===== config.mk =====
export PLATFORM = sky130hd
export DESIGN_NAME = mips_avalon_master
export DESIGN_NICKNAME = d
export VERILOG_FILES = /design/src/rtl/mips_avalon_master.sv
export SDC_FILE = /design/constraint.sdc
export NUM_CORES = 1
export LEC_CHECK = 0
export BUFFER_PORTS_ARGS = -buffer_cell sky130_fd_sc_hd__buf_4
export CORE_MARGIN = 2
export CORE_UTILIZATION = 46
export CTS_BUF_LIST = sky130_fd_sc_hd__clkbuf_8
export CTS_CLUSTER_DIAMETER = 40
export DETAILED_ROUTE_END_ITERATION = 10
export PLACE_DENSITY_LB_ADDON = 0.05
export SYNTH_ARGS = -nofsm -noshare
export SYNTH_HDL_FRONTEND = slang
export SYNTH_SLANG_ARGS = --single-unit

===== constraint.sdc =====
create_clock -name clk -period 1.8 [get_ports clk]
set_input_delay 0.36 -clock clk [delete_from_list [all_inputs] [get_ports clk]]
set_output_delay 0.36 -clock clk [all_outputs]
set_load 0.05 [all_outputs]

===== src/rtl/mips_avalon_master.sv =====
// Bus interface unit: arbitrates MIPS fetch and data requests onto one Avalon-MM
// master port, returns read data with a one-cycle done pulse, and aborts stalled transfers.
module mips_avalon_master #(
    parameter int unsigned TIMEOUT  = 1024,
    parameter logic [31:0] ERR_DATA = 32'h00000000
) (
    input  logic        clk,
    input  logic        rst,
    input  logic        i_req,
    input  logic [31:0] i_addr,
    output logic        i_done,
    output logic [31:0] i_rdata,
    input  logic        d_req,
    input  logic        d_we,
    input  logic [31:0] d_addr,
    input  logic [31:0] d_wdata,
    input  logic [3:0]  d_be,
    output logic        d_done,
    output logic [31:0] d_rdata,
    output logic [31:0] address,
    output logic        read,
    output logic        write,
    output logic [31:0] writedata,
    output logic [3:0]  byteenable,
    input  logic        waitrequest,
    input  logic [31:0] readdata,
    output logic        bus_error
);

    typedef enum logic [1:0] {
        IDLE = 2'd0,
        BUS  = 2'd1,
        RESP = 2'd2
    } state_t;

    localparam bit          WD_EN   = (TIMEOUT != 0);
    localparam logic [31:0] WD_LAST = 32'(TIMEOUT - 1);

    state_t      state_q, state_d;
    logic        is_data_q, is_data_d;
    logic [31:0] address_q, address_d;
    logic        read_q, read_d;
    logic        write_q, write_d;
    logic [31:0] writedata_q, writedata_d;
    logic [3:0]  byteenable_q, byteenable_d;
    logic [31:0] wd_cnt_q, wd_cnt_d;
    logic [31:0] i_rdata_q, i_rdata_d;
    logic [31:0] d_rdata_q, d_rdata_d;
    logic        bus_error_q, bus_error_d;

    logic accept_data, accept_fetch, zero_store, bus_ack, wd_abort;

    // Requests are levels sampled only in IDLE; done pulses for exactly the RESP
    // cycle, and the requester must have dropped req by the following IDLE edge.
    assign accept_data  = (state_q == IDLE) && d_req;
    assign accept_fetch = (state_q == IDLE) && !d_req && i_req;
    assign zero_store   = d_we && (d_be == 4'b0000);
    assign bus_ack      = (state_q == BUS) && !waitrequest;
    assign wd_abort     = WD_EN && (state_q == BUS) && waitrequest && (wd_cnt_q == WD_LAST);

    always_ff @(posedge clk) begin
        if (rst) begin
            state_q <= IDLE;
        end else begin
            state_q <= state_d;
        end
    end

    always_comb begin
        state_d = state_q;
        case (state_q)
            IDLE: begin
                if (accept_data) begin
                    state_d = zero_store ? RESP : BUS;
                end else if (accept_fetch) begin
                    state_d = BUS;
                end
            end
            BUS: begin
                if (bus_ack || wd_abort) begin
                    state_d = RESP;
                end
            end
            RESP:    state_d = IDLE;
            default: state_d = IDLE;
        endcase
    end

    always_comb begin
        i_done = (state_q == RESP) && !is_data_q;
        d_done = (state_q == RESP) && is_data_q;
    end

    always_comb begin
        is_data_d    = is_data_q;
        address_d    = address_q;
        read_d       = read_q;
        write_d      = write_q;
        writedata_d  = writedata_q;
        byteenable_d = byteenable_q;
        wd_cnt_d     = wd_cnt_q;
        i_rdata_d    = i_rdata_q;
        d_rdata_d    = d_rdata_q;
        bus_error_d  = bus_error_q;
        if (accept_data) begin
            is_data_d    = 1'b1;
            address_d    = {d_addr[31:2], 2'b00};
            byteenable_d = d_be;
            read_d       = !d_we;
            write_d      = !zero_store && d_we;
            wd_cnt_d     = 32'd0;
            if (d_we) begin
                writedata_d = d_wdata;
            end
        end else if (accept_fetch) begin
            is_data_d    = 1'b0;
            address_d    = {i_addr[31:2], 2'b00};
            byteenable_d = 4'b1111;
            read_d       = 1'b1;
            write_d      = 1'b0;
            wd_cnt_d     = 32'd0;
        end else if (state_q == BUS) begin
            if (!waitrequest || wd_abort) begin
                read_d  = 1'b0;
                write_d = 1'b0;
                if (read_q) begin
                    if (is_data_q) begin
                        d_rdata_d = waitrequest ? ERR_DATA : readdata;
                    end else begin
                        i_rdata_d = waitrequest ? ERR_DATA : readdata;
                    end
                end
                if (wd_abort) begin
                    bus_error_d = 1'b1;
                end
            end else begin
                wd_cnt_d = wd_cnt_q + 32'd1;
            end
        end
    end

    always_ff @(posedge clk) begin
        if (rst) begin
            is_data_q    <= 1'b0;
            address_q    <= 32'd0;
            read_q       <= 1'b0;
            write_q      <= 1'b0;
            writedata_q  <= 32'd0;
            byteenable_q <= 4'd0;
            wd_cnt_q     <= 32'd0;
            i_rdata_q    <= 32'd0;
            d_rdata_q    <= 32'd0;
            bus_error_q  <= 1'b0;
        end else begin
            is_data_q    <= is_data_d;
            address_q    <= address_d;
            read_q       <= read_d;
            write_q      <= write_d;
            writedata_q  <= writedata_d;
            byteenable_q <= byteenable_d;
            wd_cnt_q     <= wd_cnt_d;
            i_rdata_q    <= i_rdata_d;
            d_rdata_q    <= d_rdata_d;
            bus_error_q  <= bus_error_d;
        end
    end

    assign address    = address_q;
    assign read       = read_q;
    assign write      = write_q;
    assign writedata  = writedata_q;
    assign byteenable = byteenable_q;
    assign i_rdata    = i_rdata_q;
    assign d_rdata    = d_rdata_q;
    assign bus_error  = bus_error_q;

endmodule

== Word-level counts from Yosys, hierarchy flattened ==
Index checks and enable logic that the tools add are counted.

* Word-level logic and storage cells: 69
* Output and inout port bits: 137
* Bits in registers: 168

* Reduce and logical (&&, ||, !) cells: 30
* Multiplexer cells: 18
* Bitwise gates (word level): 4
* Eq/ne operators: 5
* $add $sub $neg: 1

{| class="wikitable"
|+ Operator list
! cell !! number
|-
| two-way mux 32 bit || 3
|-
| adder 32 x 1 -> 32 bit, second input constant || 1
|-
| equality test 32 x 10 -> 1 bit, second input constant || 1
|-
| AND reduction 6 bit || 2
|-
| logical AND 1 bit || 10
|-
| two-way mux 1 bit || 8
|-
| two-way mux 2 bit || 4
|-
| two-way mux 4 bit || 2
|-
| AND reduction 2 bit || 4
|-
| nonzero test 3 bit || 2
|-
| zero test 1 bit || 5
|-
| AND reduction 5 bit || 1
|-
| zero test 4 bit || 1
|-
| inverter 1 bit || 4
|-
| case mux 2 bit (2 select lines) || 1
|-
| inequality test 3 bit, second input constant || 1
|-
| OR reduction 3 bit || 1
|-
| equality test 2 x 1 -> 1 bit, second input constant || 1
|-
| equality test 2 bit, second input constant || 1
|-
| zero test 2 bit || 1
|-
| logical OR 1 bit || 2
|-
| inequality test 2 x 1 -> 1 bit, second input constant || 1
|-
| nonzero test 2 bit || 1
|}

== Logic depth before layout (Yosys ltp) ==
Gate-level depths: netlist (run 1).

* Depth after elaboration: 8
* Mapped depth: 8
* Mapped depth without buffers: 6

== Least setup slack after synthesis (run 1) ==
OpenSTA, ideal clock, no wires.

* Kind: register to output
* Start point: register state_q[1]
* End point: output port i_done
* Setup slack: -0.180 ns
* Path buffers: 1
* Stages on the path, launching flop included: 3
* Arrival time: 1.620 ns
* Path through: dfxtp_1 buf_2 nor3b_1

* Word-level cells in the longest chain between the ends: 2

{| class="wikitable"
|+ Ends and longest elaborated chain
! what !! RTL line !! RTL
|-
| from (decl) || 39 || <nowiki>state_t state_q, state_d;</nowiki>
|-
| from (signal assigned) || 65 || <nowiki>state_q <= state_d;</nowiki>
|-
| equality test 2 bit || 90 || <nowiki>i_done = (state_q == RESP) && !is_data_q;</nowiki>
|-
| logical AND 1 bit || 90 ||
|-
| to (decl) || 11 || <nowiki>output logic i_done,</nowiki>
|}

No other way between the ends.

== Worst setup path in the final report (run 1) ==
* Start point: register wd_cnt_q[22]
* End point: register d_rdata_q[9] (netlist: d_rdata[9])

* Word-level cells in the longest chain between the ends: 4

{| class="wikitable"
|+ Ends and longest elaborated chain
! what !! RTL line !! RTL
|-
| from (decl) || 46 || <nowiki>logic [31:0] wd_cnt_q, wd_cnt_d;</nowiki>
|-
| from (signal assigned) || 161 || <nowiki>wd_cnt_q <= wd_cnt_d;</nowiki>
|-
| equality test 32 x 10 -> 1 bit || 59 || <nowiki>assign wd_abort = WD_EN && (state_q == BUS) && waitrequest && (wd_cnt_q == WD_LAST);</nowiki>
|-
| logical AND 1 bit || 59 ||
|-
| logical OR 1 bit || 123 || <nowiki>if (!waitrequest || wd_abort) begin</nowiki>
|-
| AND reduction 6 bit (no source line) || n/a ||
|-
| to (signal assigned) || 163 || <nowiki>d_rdata_q <= d_rdata_d;</nowiki>
|-
| to (decl) || 48 || <nowiki>logic [31:0] d_rdata_q, d_rdata_d;</nowiki>
|}

No other way between the ends.
A chain may end at the register's enable or synchronous reset.

==> results of run 1 <==
## routing by layer
layer	GRT usage	part of all wire
met2	0.418	0.50
met4	0.0726	0.013
met1	0.298	0.42
met3	0.0774	0.068
met5	0	0
## repair_timing
item                                    CTS  global route
endpoints found under the setup margin   73            90
pin swaps                                 0            29
setup buffers                             0             5
resized for setup                        11            63
cloned                                    0             4
## state kept, by name, summed over array words and instances, names as in the netlist
name / count
is_data_q: 1
writedata: 32
wd_cnt_q: 32
d_rdata: 32
i_rdata: 32
write: 1
state_q: 2
bus_error: 1
read: 1
address: 30
byteenable: 4
## worst min-delay path by stage
| stage | startpoint | endpoint | slack [ps] | cells past startpoint |
|---|---|---|---|---|
| finish | d_be[0] | byteenable[0]$_SDFFE_PP0P_ | 140 | 3 |
| global route | d_wdata[0] | writedata[0]$_SDFFE_PP0P_ | 110 | 3 |
| CTS | d_be[0] | byteenable[0]$_SDFFE_PP0P_ | 110 | 3 |
| detailed placement | bus_error$_SDFFE_PP0P_ | bus_error$_SDFFE_PP0P_ | 440 | 2 |
| global placement | bus_error$_SDFFE_PP0P_ | bus_error$_SDFFE_PP0P_ | 440 | 2 |
| floorplan | wd_cnt_q[31]$_SDFFE_PP0P_ | wd_cnt_q[31]$_SDFFE_PP0P_ | 450 | 2 |
## per-stage QoR
step / cells / utilization / power, mW / hold WS (ps) / setup TNS (ps)
after floorplan: 959 / - / 5.33 / 448 / 0
after global placement: 1437 / 0.631 / 6.06 / 437 / -11560
after detailed placement: 1437 / 0.631 / 6.08 / 444 / -9390
after CTS: 1469 / 0.661 / 8.91 / 115 / -135
after global routing: 1478 / 0.689 / 9.26 / 112 / -8290
final: 1478 / 0.689 / 8.87 / 140 / -2860
## kinds of logic after synthesis
group                      count (synthesis)
and+or+nand+nor                          515
DFF                                      168
other                                      1
xor gates and xnor gates                  12
buffers and inverters                     85
AOI/OAI and AO/OA                        175
adders and majority gates                  1
muxes                                      1
## critical path, stage by stage (launching register included)
cell	delay (ps)
dfxtp_2	340
nor4_2	260
buf_4	170
nand3_2	80
or3_4	490
clkbuf_16	240
nand3_1	90
a31oi_1	70
## area by class of cell
class	count	area, um2
Clock buffer	17	234
Tap cell	216	270
Fill cell	1374	4900
Inverter	5	18.8
Clock inverter	15	185
Sequential cell	168	3380
Multi-Input combinational cell	706	3950
Timing Repair Buffer	351	2840
## report_power, final
part	switching (mW)	internal, mW	total (mW)
sequential	0.114	3.90	4.02
clock	1.56	1.30	2.86
combinational	1.28	0.706	1.98
## cells in the mapped netlist (6+ instances only)
cell / count / area share
nand3_1: 78 / 0.053
a311oi_1: 30 / 0.036
buf_1: 9 / 0.0046
xnor2_1: 7 / 0.0083
nor2b_1: 33 / 0.028
a31oi_1: 64 / 0.054
nor2_1: 57 / 0.029
and3_1: 6 / 0.0051
buf_2: 8 / 0.0054
nand4_1: 9 / 0.0077
nor4_1: 15 / 0.013
clkbuf_1: 53 / 0.027
a21oi_1: 50 / 0.034
dfxtp_1: 168 / 0.46
buf_6: 7 / 0.011
o21ai_0: 9 / 0.0061
nand2_1: 276 / 0.14
o211ai_1: 8 / 0.0082
or3_1: 12 / 0.010
==> flow_results.xml, run 1 <==
<?xml version="1.0" encoding="UTF-8"?>
<metrics>
  <group name="yosys">
    <metric name="ys_dominant_reg_cell" unit="">dfxtp_1</metric>
    <metric name="synthXorXnorAreaFrac" unit="">0.0143</metric>
    <metric name="synth-compound-area-share" unit="">0.152</metric>
    <metric name="dominant_combinational_cell_family_by_area_after_synthesis" unit="">simple AND/OR/NAND/NOR gates</metric>
    <metric name="synthArstFlopShare" unit="">0</metric>
    <metric name="ys.warnings.count" unit="">0</metric>
    <metric name="post_synthesis_instance_area" unit="mm2">0.00736</metric>
    <metric name="synthMuxAreaShare" unit="">0.00136</metric>
    <metric name="post_synth_inst_count" unit="">958</metric>
    <metric name="synth.yosys.seq_area_share" unit="">0.457</metric>
    <metric name="post_synth_and_or_nand_nor_area_fraction" unit="">0.320</metric>
    <metric name="synthesis.area_per_instance" unit="um2">7.68</metric>
    <metric name="synth-edff-count" unit="">0</metric>
    <metric name="synth.lib_cells_used.distinct" unit="">50</metric>
    <metric name="synth_adder_area_share" unit="">0.00170</metric>
    <metric name="synth-seq-cells" unit="">168</metric>
  </group>
  <group name="floorplan">
    <metric name="die_height" unit="um">130</metric>
    <metric name="start_util" unit="">0.467</metric>
    <metric name="core_area" unit="mm2">0.0158</metric>
    <metric name="fp-row-count" unit="">46</metric>
    <metric name="floorplan.die_area" unit="mm2">0.0170</metric>
    <metric name="design.portCount" unit="">275</metric>
    <metric name="floorplan.die.width" unit="um">130</metric>
  </group>
  <group name="layout">
    <metric name="area.growth.synth_to_final" unit="%">47.7</metric>
    <metric name="most_frequent_cells_in_the_layout" unit="">331 x buf_4, 276 x nand2_1, 158 x dfxtp_1</metric>
    <metric name="layout_commonest_cell" unit="">buf_4</metric>
    <metric name="antenna-diode-count" unit="">0</metric>
    <metric name="stdcell_area" unit="mm2">0.0109</metric>
    <metric name="share_of_cells_above_drive_strength_1" unit="">0.362</metric>
    <metric name="design.final.nets" unit="">1388</metric>
  </group>
  <group name="setup_path">
    <metric name="worst_setup_sp" unit="">wd_cnt_q[22]$_SDFFE_PP0P_</metric>
    <metric name="arrival" unit="ps">2210</metric>
    <metric name="setup.worst_path.end_class" unit="">flop</metric>
    <metric name="worst_r2r_startpoint" unit="">wd_cnt_q[22]$_SDFFE_PP0P_</metric>
    <metric name="r2r_end" unit="">d_rdata[9]$_SDFFE_PP0P_</metric>
    <metric name="worst-path-max-fanout" unit="">22</metric>
    <metric name="worstPathRequired" unit="ps">2130</metric>
    <metric name="timing.reg2reg.worst_path_depth" unit="">7</metric>
    <metric name="worst-r2r-setup-slack" unit="ps">-80</metric>
    <metric name="crit_path_end" unit="">d_rdata[9]$_SDFFE_PP0P_</metric>
    <metric name="crit_type" unit="">reg2reg</metric>
    <metric name="start_kind" unit="">flop</metric>
  </group>
  <group name="status">
    <metric name="outcome" unit="">finished with violations</metric>
    <metric name="violations" unit="">setup timing</metric>
  </group>
  <group name="placement">
    <metric name="dp_worst_setup_slack" unit="ps">-170</metric>
    <metric name="detailedPlacementHpwl" unit="um">14700</metric>
    <metric name="gp_routability_congestion" unit="">0.818</metric>
    <metric name="port_buffers" unit="">268</metric>
    <metric name="placed_standard_cell_area" unit="mm2">0.00995</metric>
  </group>
  <group name="clock_tree">
    <metric name="cts_tree" unit="">done</metric>
    <metric name="clock_latency_reported_for_the_late_side_of_the_worst_skew_pair" unit="ps">470</metric>
    <metric name="holdBufCountCts" unit="">0</metric>
    <metric name="clkSinkCount" unit="">168</metric>
    <metric name="cts-buffers-inserted" unit="">17</metric>
    <metric name="cts_htree_levels" unit="">4</metric>
    <metric name="cts_buffer_depth" unit="">2</metric>
    <metric name="clk_root_buffer_cell" unit="">clkbuf_8</metric>
    <metric name="clk_transition_reported_paths" unit="ps">90</metric>
  </group>
  <group name="timing">
    <metric name="relSlewSlack" unit="">0.582</metric>
    <metric name="clock_skew" unit="ps">15.8</metric>
    <metric name="report.final.setup_viol" unit="">61</metric>
    <metric name="unrepaired_setup_endpoints_after_global_routing" unit="">true</metric>
    <metric name="worst-slew-pin-transition" unit="ps">627</metric>
    <metric name="period_minus_slack" unit="ps">1880</metric>
    <metric name="worst_slack" unit="ps">-82.8</metric>
    <metric name="timing_hold_violations_final" unit="">0</metric>
    <metric name="final.period_utilization" unit="">1.05</metric>
    <metric name="drv_slew" unit="">0</metric>
    <metric name="maxClockFrequency" unit="MHz">531</metric>
  </group>
  <group name="grt">
    <metric name="grt_overflow" unit="">0</metric>
    <metric name="grt_pass1_vias" unit="">6978</metric>
    <metric name="number_of_antenna_violations_at_the_first_check_in_global_routing" unit="">0</metric>
    <metric name="grt_pass1_wl" unit="um">33700</metric>
    <metric name="grt_util_all_layers" unit="">0.245</metric>
    <metric name="grt_max_degree" unit="">103</metric>
  </group>
  <group name="power_and_ir_drop">
    <metric name="power.static_leakage" unit="nW">4.37</metric>
    <metric name="power.density_cell_area" unit="mW/mm2">816</metric>
    <metric name="worst_ir_drop_vdd" unit="mV">0.476</metric>
  </group>
  <group name="flow_run">
    <metric name="maxCapViolations" unit="">0</metric>
  </group>
  <group name="route">
    <metric name="num_vias" unit="">7784</metric>
    <metric name="firstDrtPassIters" unit="">5</metric>
    <metric name="wl" unit="um">22200</metric>
    <metric name="route.antenna.remaining_nets" unit="">0</metric>
    <metric name="avgViaCountPerCell" unit="">5.27</metric>
    <metric name="remaining_drc_errors" unit="">0</metric>
    <metric name="drt-initial-drc-count" unit="">363</metric>
    <metric name="route.detailed.wl_per_inst" unit="um">15.0</metric>
  </group>
  <group name="hold_path">
    <metric name="timing.hold.worst.class" unit="">in2reg</metric>
  </group>
</metrics>
No activity file was read; power rests on OpenSTA's default activity.
==> run 2, diff against run 1 <==
- ABC_AREA: unset -> 1
- CORE_UTILIZATION: 46 -> 35
==> run 2 against run 1 <==
- critical path depth is 5 higher
- power is 3.9% lower
- routed wire length is 13% higher
- cell count is 19% higher
- register-to-register slack better by 170 ps
- the flow now finishes without violations
- largest cell class unchanged
- sequential share of layout area is 0.30 points lower
==> flow_results.xml, run 2 <==
<?xml version="1.0" encoding="UTF-8"?>
<metrics>
  <group name="clock_tree">
    <metric name="clk_transition_reported_paths" unit="ps">110</metric>
    <metric name="clk_root_buffer_cell" unit="">clkbuf_8</metric>
    <metric name="cts-buffers-inserted" unit="">17</metric>
    <metric name="cts_htree_levels" unit="">4</metric>
    <metric name="clock_latency_reported_for_the_late_side_of_the_worst_skew_pair" unit="ps">470</metric>
    <metric name="holdBufCountCts" unit="">0</metric>
    <metric name="clkSinkCount" unit="">168</metric>
    <metric name="cts_tree" unit="">done</metric>
    <metric name="cts_buffer_depth" unit="">2</metric>
  </group>
  <group name="floorplan">
    <metric name="floorplan.die_area" unit="mm2">0.0232</metric>
    <metric name="floorplan.die.width" unit="um">152</metric>
    <metric name="design.portCount" unit="">275</metric>
    <metric name="core_area" unit="mm2">0.0217</metric>
    <metric name="start_util" unit="">0.355</metric>
    <metric name="fp-row-count" unit="">54</metric>
    <metric name="die_height" unit="um">152</metric>
  </group>
  <group name="yosys">
    <metric name="post_synth_inst_count" unit="">1170</metric>
    <metric name="netlist_top_cells_count" unit="">418 x nand2_1, 168 x dfxtp_1, 160 x nor2_1</metric>
    <metric name="synth.lib_cells_used.distinct" unit="">30</metric>
    <metric name="synth_top_cell_by_area" unit="">dfxtp_1</metric>
    <metric name="yosys.cell_count.top_type" unit="">nand2_1</metric>
    <metric name="yosys.area.top_type_share" unit="">0.437</metric>
    <metric name="synthArstFlopShare" unit="">0</metric>
    <metric name="synth-edff-count" unit="">0</metric>
    <metric name="synth-seq-cells" unit="">168</metric>
    <metric name="post_synthesis_instance_area" unit="mm2">0.00770</metric>
    <metric name="netlist_top_cells_area" unit="">dfxtp_1 44%, nand2_1 20%, nor2_1 7.8%</metric>
    <metric name="ys_dominant_reg_cell" unit="">dfxtp_1</metric>
    <metric name="ys.warnings.count" unit="">0</metric>
    <metric name="synth.yosys.seq_area_share" unit="">0.437</metric>
    <metric name="synthesis.area_per_instance" unit="um2">6.58</metric>
  </group>
  <group name="layout">
    <metric name="layout_commonest_cell" unit="">nand2_1</metric>
    <metric name="instances_no_fill" unit="">1766</metric>
    <metric name="most_frequent_cells_in_the_layout" unit="">415 x nand2_1, 333 x buf_4, 158 x nor2_1, 158 x dfxtp_1, 104 x a21oi_1</metric>
    <metric name="final_core_util" unit="">0.506</metric>
    <metric name="stdcell_area" unit="mm2">0.0110</metric>
    <metric name="num-fill-cells" unit="">2277</metric>
    <metric name="share_of_cells_above_drive_strength_1" unit="">0.283</metric>
    <metric name="antenna-diode-count" unit="">0</metric>
    <metric name="area.growth.synth_to_final" unit="%">42.5</metric>
    <metric name="multiInputGateArea" unit="mm2">0.00377</metric>
    <metric name="regArea" unit="mm2">0.00338</metric>
    <metric name="design.final.nets" unit="">1612</metric>
  </group>
  <group name="hold_path">
    <metric name="worstHoldEndpoint" unit="">writedata[15]$_SDFFE_PP0P_</metric>
    <metric name="hp-start" unit="">d_wdata[15]</metric>
    <metric name="timing.hold.worst.class" unit="">in2reg</metric>
    <metric name="number_of_cells_on_the_worst_hold_path" unit="">3</metric>
  </group>
  <group name="setup_path">
    <metric name="worstPathRequired" unit="ps">2200</metric>
    <metric name="arrival" unit="ps">2110</metric>
    <metric name="crit_type" unit="">reg2reg</metric>
    <metric name="start_kind" unit="">flop</metric>
    <metric name="timing.reg2reg.worst_path_depth" unit="">12</metric>
    <metric name="r2r_end" unit="">wd_cnt_q[24]$_SDFFE_PP0P_</metric>
    <metric name="worst-path-max-fanout" unit="">7</metric>
    <metric name="setup.worst_path.end_class" unit="">flop</metric>
    <metric name="worst-r2r-setup-slack" unit="ps">90</metric>
    <metric name="worst_r2r_startpoint" unit="">wd_cnt_q[0]$_SDFFE_PP0P_</metric>
  </group>
  <group name="grt">
    <metric name="number_of_antenna_violations_at_the_first_check_in_global_routing" unit="">0</metric>
    <metric name="grt_overflow" unit="">0</metric>
    <metric name="grt_max_degree" unit="">66</metric>
    <metric name="grt_pass1_wl" unit="um">38900</metric>
    <metric name="grt_util_all_layers" unit="">0.206</metric>
    <metric name="grt_pass1_vias" unit="">7435</metric>
  </group>
  <group name="route">
    <metric name="num_vias" unit="">8083</metric>
    <metric name="drt-initial-drc-count" unit="">410</metric>
    <metric name="route.detailed.wl_per_inst" unit="um">14.2</metric>
    <metric name="wl" unit="um">25100</metric>
    <metric name="firstDrtPassIters" unit="">4</metric>
    <metric name="route.antenna.remaining_nets" unit="">0</metric>
    <metric name="avgViaCountPerCell" unit="">4.58</metric>
    <metric name="remaining_drc_errors" unit="">0</metric>
  </group>
  <group name="placement">
    <metric name="detailedPlacementHpwl" unit="um">18000</metric>
    <metric name="gp_routability_congestion" unit="">0.890</metric>
    <metric name="place_inst" unit="">1724</metric>
    <metric name="port_buffers" unit="">268</metric>
    <metric name="placed_standard_cell_area" unit="mm2">0.0104</metric>
    <metric name="dp_worst_setup_slack" unit="ps">41.2</metric>
  </group>
  <group name="timing">
    <metric name="clock_skew" unit="ps">20.7</metric>
    <metric name="timing_hold_violations_final" unit="">0</metric>
    <metric name="drv_slew" unit="">0</metric>
    <metric name="whs" unit="ps">126</metric>
    <metric name="setup_tns" unit="ps">0</metric>
    <metric name="period_minus_slack" unit="ps">1710</metric>
    <metric name="final.period_utilization" unit="">0.950</metric>
    <metric name="report.final.setup_viol" unit="">0</metric>
    <metric name="maxClockFrequency" unit="MHz">585</metric>
    <metric name="worst_slack" unit="ps">89.3</metric>
  </group>
  <group name="power_and_ir_drop">
    <metric name="power.density_cell_area" unit="mW/mm2">777</metric>
    <metric name="total_power" unit="mW">8.52</metric>
    <metric name="worst_ir_drop_vdd" unit="mV">0.409</metric>
    <metric name="power.static_leakage" unit="nW">5.17</metric>
  </group>
  <group name="flow_run">
    <metric name="maxCapViolations" unit="">0</metric>
  </group>
  <group name="status">
    <metric name="outcome" unit="">completed</metric>
  </group>
</metrics>
-- run 2: cell count changes after synthesis, moves of 33 or more --
cell     previous run  this run
nor2_1             57       160
a21oi_1            50       105
inv_1               5        86
nand2_1           276       418
nor2b_1            33         0
a31oi_1            64        29
-- run 2: final cells by class --
| class | instances | area share |
|---|---|---|
| Clock buffer | 17 | 0.0213 |
| Timing Repair inverter | 1 | 0.000798 |
| Inverter | 95 | 0.0336 |
| Clock inverter | 15 | 0.0147 |
| Multi-Input combinational cell | 845 | 0.343 |
| Timing Repair Buffer | 345 | 0.247 |
| Tap cell | 280 | 0.0319 |
| Sequential cell | 168 | 0.308 |
-- run 2: metal layers --
layer,wire length (um),share of wire,GRT usage,vias to the layer above
met4,434,0.017,0.0574,0
met5,0,0,0,-
met2,11700,0.47,0.342,219
met1,11000,0.44,0.260,3546
met3,1880,0.075,0.0631,29
li1,-,-,-,4289
-- run 2: critical path, cell delays in order, from the launching register on --
cell and delay, ps:
dfxtp_2 370, ha_4 140, inv_2 50, nor2_4 110, nand2_2 80, nor2_4 140
buf_4 130, nand2_2 70, nand3_4 120, buf_4 140, clkbuf_16 130, nand2_1 40
a21oi_1 130
-- run 2: worst max-delay path by stage --
stage | from | to | slack [ps] | depth (start not counted)
CTS | wd_cnt_q[30]$_SDFFE_PP0P_ | wd_cnt_q[15]$_SDFFE_PP0P_ | 4 | 11
finish | wd_cnt_q[0]$_SDFFE_PP0P_ | wd_cnt_q[24]$_SDFFE_PP0P_ | 90 | 12
detailed placement | wd_cnt_q[30]$_SDFFE_PP0P_ | wd_cnt_q[15]$_SDFFE_PP0P_ | 40 | 11
global route | state_q[0]$_SDFFE_PP0P_ | d_rdata[0]$_SDFFE_PP0P_ | -10 | 7
floorplan | wd_cnt_q[0]$_SDFFE_PP0P_ | wd_cnt_q[11]$_SDFFE_PP0P_ | 4 | 11
global placement | wd_cnt_q[0]$_SDFFE_PP0P_ | d_rdata[2]$_SDFFE_PP0P_ | 60 | 11
-- run 2: power breakdown --
part / internal, mW / switching, mW
Sequential: 3.88 / 0.0865
Clock: 1.03 / 1.65
Combinational: 0.644 / 1.23
Total: 5.56 / 2.97
-- run 2: logic make-up (layout without fill, tap and decap cells) --
| kind of cell | count (synthesis) | after routing | synth area share |
|---|---|---|---|
| flip-flops | 168 | 168 | 0.437 |
| AND/OR/NAND/NOR | 655 | 655 | 0.339 |
| XOR/XNOR | 15 | 15 | 0.0171 |
| other | 1 | 2 | 0.000487 |
| adder cells (fa/ha/maj) | 1 | 1 | 0.00162 |
| AO/OA/AOI/OAI | 172 | 172 | 0.121 |
| buffers and inverters | 158 | 473 | 0.0841 |
-- run 2: repair_timing --
action / in CTS / in global routing
gates resized for setup: 0 / 35
setup buffers: 0 / 7
hold endpoints to repair: 0 / 0
endpoints found under the setup margin: 0 / 91
==> run 3, diff against run 2 <==
- clock period: 1.8 -> 1.7 ns (I/O delays scaled with it)
==> run 3 against run 2 <==
- the run now ends with setup timing left
- worst setup slack got worse by 90 ps
- die area did not move
- cell area rose by 3.1%
- combinational power grew 10%
- first-iteration DRC count shrank 3.7%
- routed wire length increased by 0.30%
- largest power group unchanged
==> flow_results.xml, run 3 (synthesized netlist as in run 2, its figures left out) <==
<?xml version="1.0" encoding="UTF-8"?>
<metrics>
  <group name="status">
    <metric name="outcome" unit="">finished with violations</metric>
    <metric name="violations" unit="">setup timing</metric>
  </group>
  <group name="route">
    <metric name="remaining_drc_errors" unit="">0</metric>
    <metric name="drt-initial-drc-count" unit="">395</metric>
    <metric name="num_vias" unit="">8187</metric>
    <metric name="firstDrtPassIters" unit="">5</metric>
    <metric name="route.detailed.wl_per_inst" unit="um">14.2</metric>
    <metric name="wl" unit="um">25200</metric>
    <metric name="route.antenna.remaining_nets" unit="">0</metric>
    <metric name="avgViaCountPerCell" unit="">4.61</metric>
  </group>
  <group name="setup_path">
    <metric name="setup.worst_path.end_class" unit="">flop</metric>
    <metric name="timing.critical_path.slowest_cell_delay" unit="ps">370</metric>
    <metric name="worstPathCellList" unit="">ha_4 &gt; inv_2 &gt; nor2_4 &gt; nand2_2 &gt; nor2_4 &gt; nand3_4 &gt; nand2_8 &gt; buf_8 &gt; clkbuf_16 &gt; nand3_2 &gt; nand2_1 &gt; nor2_1</metric>
    <metric name="arrival" unit="ps">2070</metric>
    <metric name="critPathMostFrequentCell" unit="">nor2_4</metric>
    <metric name="worst-path-max-fanout" unit="">7</metric>
    <metric name="r2r_end" unit="">d_rdata[5]$_SDFFE_PP0P_</metric>
    <metric name="worst-path-buf-inv" unit="">3</metric>
    <metric name="timing.reg2reg.worst_path_depth" unit="">12</metric>
    <metric name="worst_setup_sp" unit="">wd_cnt_q[1]$_SDFFE_PP0P_</metric>
    <metric name="worst_r2r_startpoint" unit="">wd_cnt_q[1]$_SDFFE_PP0P_</metric>
    <metric name="worst-r2r-setup-slack" unit="ps">-0.6</metric>
    <metric name="start_kind" unit="">flop</metric>
    <metric name="critical-path-slowest-cell" unit="">dfxtp_2</metric>
    <metric name="timing.critical_path.max_delay_family" unit="">simple AND/OR/NAND/NOR gates</metric>
    <metric name="worstPathRequired" unit="ps">2070</metric>
    <metric name="crit_type" unit="">reg2reg</metric>
  </group>
  <group name="timing">
    <metric name="drv_slew" unit="">0</metric>
    <metric name="clock_skew" unit="ps">23.6</metric>
    <metric name="setup_tns" unit="ps">-0.598</metric>
    <metric name="unrepaired_setup_endpoints_after_global_routing" unit="">true</metric>
    <metric name="timing_hold_violations_final" unit="">0</metric>
    <metric name="worst_slack" unit="ps">-0.598</metric>
    <metric name="period_minus_slack" unit="ps">1700</metric>
    <metric name="final.period_utilization" unit="">1.00</metric>
    <metric name="maxClockFrequency" unit="MHz">588</metric>
    <metric name="report.final.setup_viol" unit="">1</metric>
  </group>
  <group name="clock_tree">
    <metric name="clock_latency_reported_for_the_late_side_of_the_worst_skew_pair" unit="ps">470</metric>
    <metric name="cts_buffer_depth" unit="">2</metric>
    <metric name="cts_htree_levels" unit="">4</metric>
    <metric name="clkSinkCount" unit="">168</metric>
    <metric name="clk_root_buffer_cell" unit="">clkbuf_8</metric>
    <metric name="cts-buffers-inserted" unit="">17</metric>
    <metric name="cts_tree" unit="">done</metric>
    <metric name="clk_transition_reported_paths" unit="ps">110</metric>
  </group>
  <group name="placement">
    <metric name="port_buffers" unit="">268</metric>
    <metric name="placed_standard_cell_area" unit="mm2">0.0105</metric>
    <metric name="gp_routability_congestion" unit="">0.909</metric>
    <metric name="detailedPlacementHpwl" unit="um">18200</metric>
  </group>
  <group name="hold_path">
    <metric name="number_of_cells_on_the_worst_hold_path" unit="">3</metric>
    <metric name="hp-start" unit="">d_wdata[15]</metric>
    <metric name="worstHoldEndpoint" unit="">writedata[15]$_SDFFE_PP0P_</metric>
    <metric name="timing.hold.worst.class" unit="">in2reg</metric>
  </group>
  <group name="power_and_ir_drop">
    <metric name="power.density_cell_area" unit="mW/mm2">808</metric>
    <metric name="power.static_leakage" unit="nW">5.29</metric>
    <metric name="worst_ir_drop_vdd" unit="mV">0.481</metric>
  </group>
  <group name="grt">
    <metric name="grt_max_degree" unit="">65</metric>
    <metric name="grt_overflow" unit="">0</metric>
    <metric name="grt_pass1_wl" unit="um">39400</metric>
    <metric name="grt_util_all_layers" unit="">0.210</metric>
    <metric name="number_of_antenna_violations_at_the_first_check_in_global_routing" unit="">0</metric>
    <metric name="grt_pass1_vias" unit="">7530</metric>
  </group>
  <group name="floorplan">
    <metric name="die_height" unit="um">152</metric>
    <metric name="design.portCount" unit="">275</metric>
    <metric name="fp-row-count" unit="">54</metric>
    <metric name="floorplan.die_area" unit="mm2">0.0232</metric>
    <metric name="core_area" unit="mm2">0.0217</metric>
    <metric name="start_util" unit="">0.355</metric>
    <metric name="floorplan.die.width" unit="um">152</metric>
  </group>
  <group name="layout">
    <metric name="multiInputGateArea" unit="mm2">0.00388</metric>
    <metric name="area.growth.synth_to_final" unit="%">46.9</metric>
    <metric name="share_of_cells_above_drive_strength_1" unit="">0.312</metric>
    <metric name="stdcell_area" unit="mm2">0.0113</metric>
    <metric name="antenna-diode-count" unit="">0</metric>
    <metric name="num-fill-cells" unit="">2261</metric>
    <metric name="most_frequent_cells_in_the_layout" unit="">408 x nand2_1, 335 x buf_4, 156 x dfxtp_1</metric>
    <metric name="design.final.nets" unit="">1623</metric>
    <metric name="regArea" unit="mm2">0.00338</metric>
    <metric name="layout_commonest_cell" unit="">nand2_1</metric>
  </group>
  <group name="flow_run">
    <metric name="maxCapViolations" unit="">0</metric>
  </group>
</metrics>
run 3: changes by cell type in the layout (fill, tap and decap cells not counted), sizes merged:
cell      before  now
clkbuf        19   23
clkinv        10   11
buf          343  352
clkinvlp       3    0
run 3: power by group:
group	internal, mW	switching, mW	total, mW
Sequential	4.11	0.0911	4.20
Combinational	0.739	1.32	2.06
Clock	1.14	1.74	2.88
run 3: routing by layer:
layer / vias to the layer above / part of all wire / GRT usage
met3: 24 / 0.070 / 0.0691
met2: 212 / 0.47 / 0.337
met4: 0 / 0.017 / 0.0610
met5: - / 0 / 0
li1: 4313 / - / -
met1: 3638 / 0.45 / 0.271
run 3: worst max path at each step:
stage / slack (ps) / endpoint / depth (start not counted)
finish: -0.6 / d_rdata[5]$_SDFFE_PP0P_ / 12
global route: -90 / i_rdata[30]$_SDFFE_PP0P_ / 13
CTS: 1 / d_done / 3
detailed placement: -2 / i_rdata[2]$_SDFFE_PP0P_ / 10
floorplan: 30 / i_rdata[16]$_SDFFE_PP0P_ / 11
global placement: 20 / i_rdata[28]$_SDFFE_PP0P_ / 11
run 3: per-stage QoR:
step | setup WS, ps | utilization | std cells | total power [mW] | hold slack (ps)
2_1_floorplan | 27.3 | - | 1171 | 5.48 | 457
5_1_grt | -91.2 | 0.522 | 1777 | 9.59 | 71.2
4_1_cts | 1.44 | 0.505 | 1767 | 9.20 | 74.4
6_report | -0.598 | 0.522 | 1777 | 9.14 | 105
3_5_place_dp | -1.62 | 0.486 | 1735 | 6.30 | 446
3_3_place_gp | 15.1 | 0.486 | 1735 | 6.29 | 445
run 3: final cells by class:
type                    instances  share of cell area
multi-input cells             845               0.343
flip-flops and latches        168               0.299
repair buffers                357               0.260
inverters                      95              0.0315
well taps                     280              0.0310
clock buffers                  18              0.0219
clock inverters                14              0.0137
run 3: timing repair:
action	4_1_cts	5_1_grt
gates resized for setup	3	66
pin swaps	0	16
hold buffers	0	0
gates cloned	0	5
endpoints found under the setup margin	31	123
setup buffers	0	5
run 3: tightest hold or removal path, stage by stage:
cell and delay [ps]:
buf_4 100, nand2_1 50, a21oi_1 50
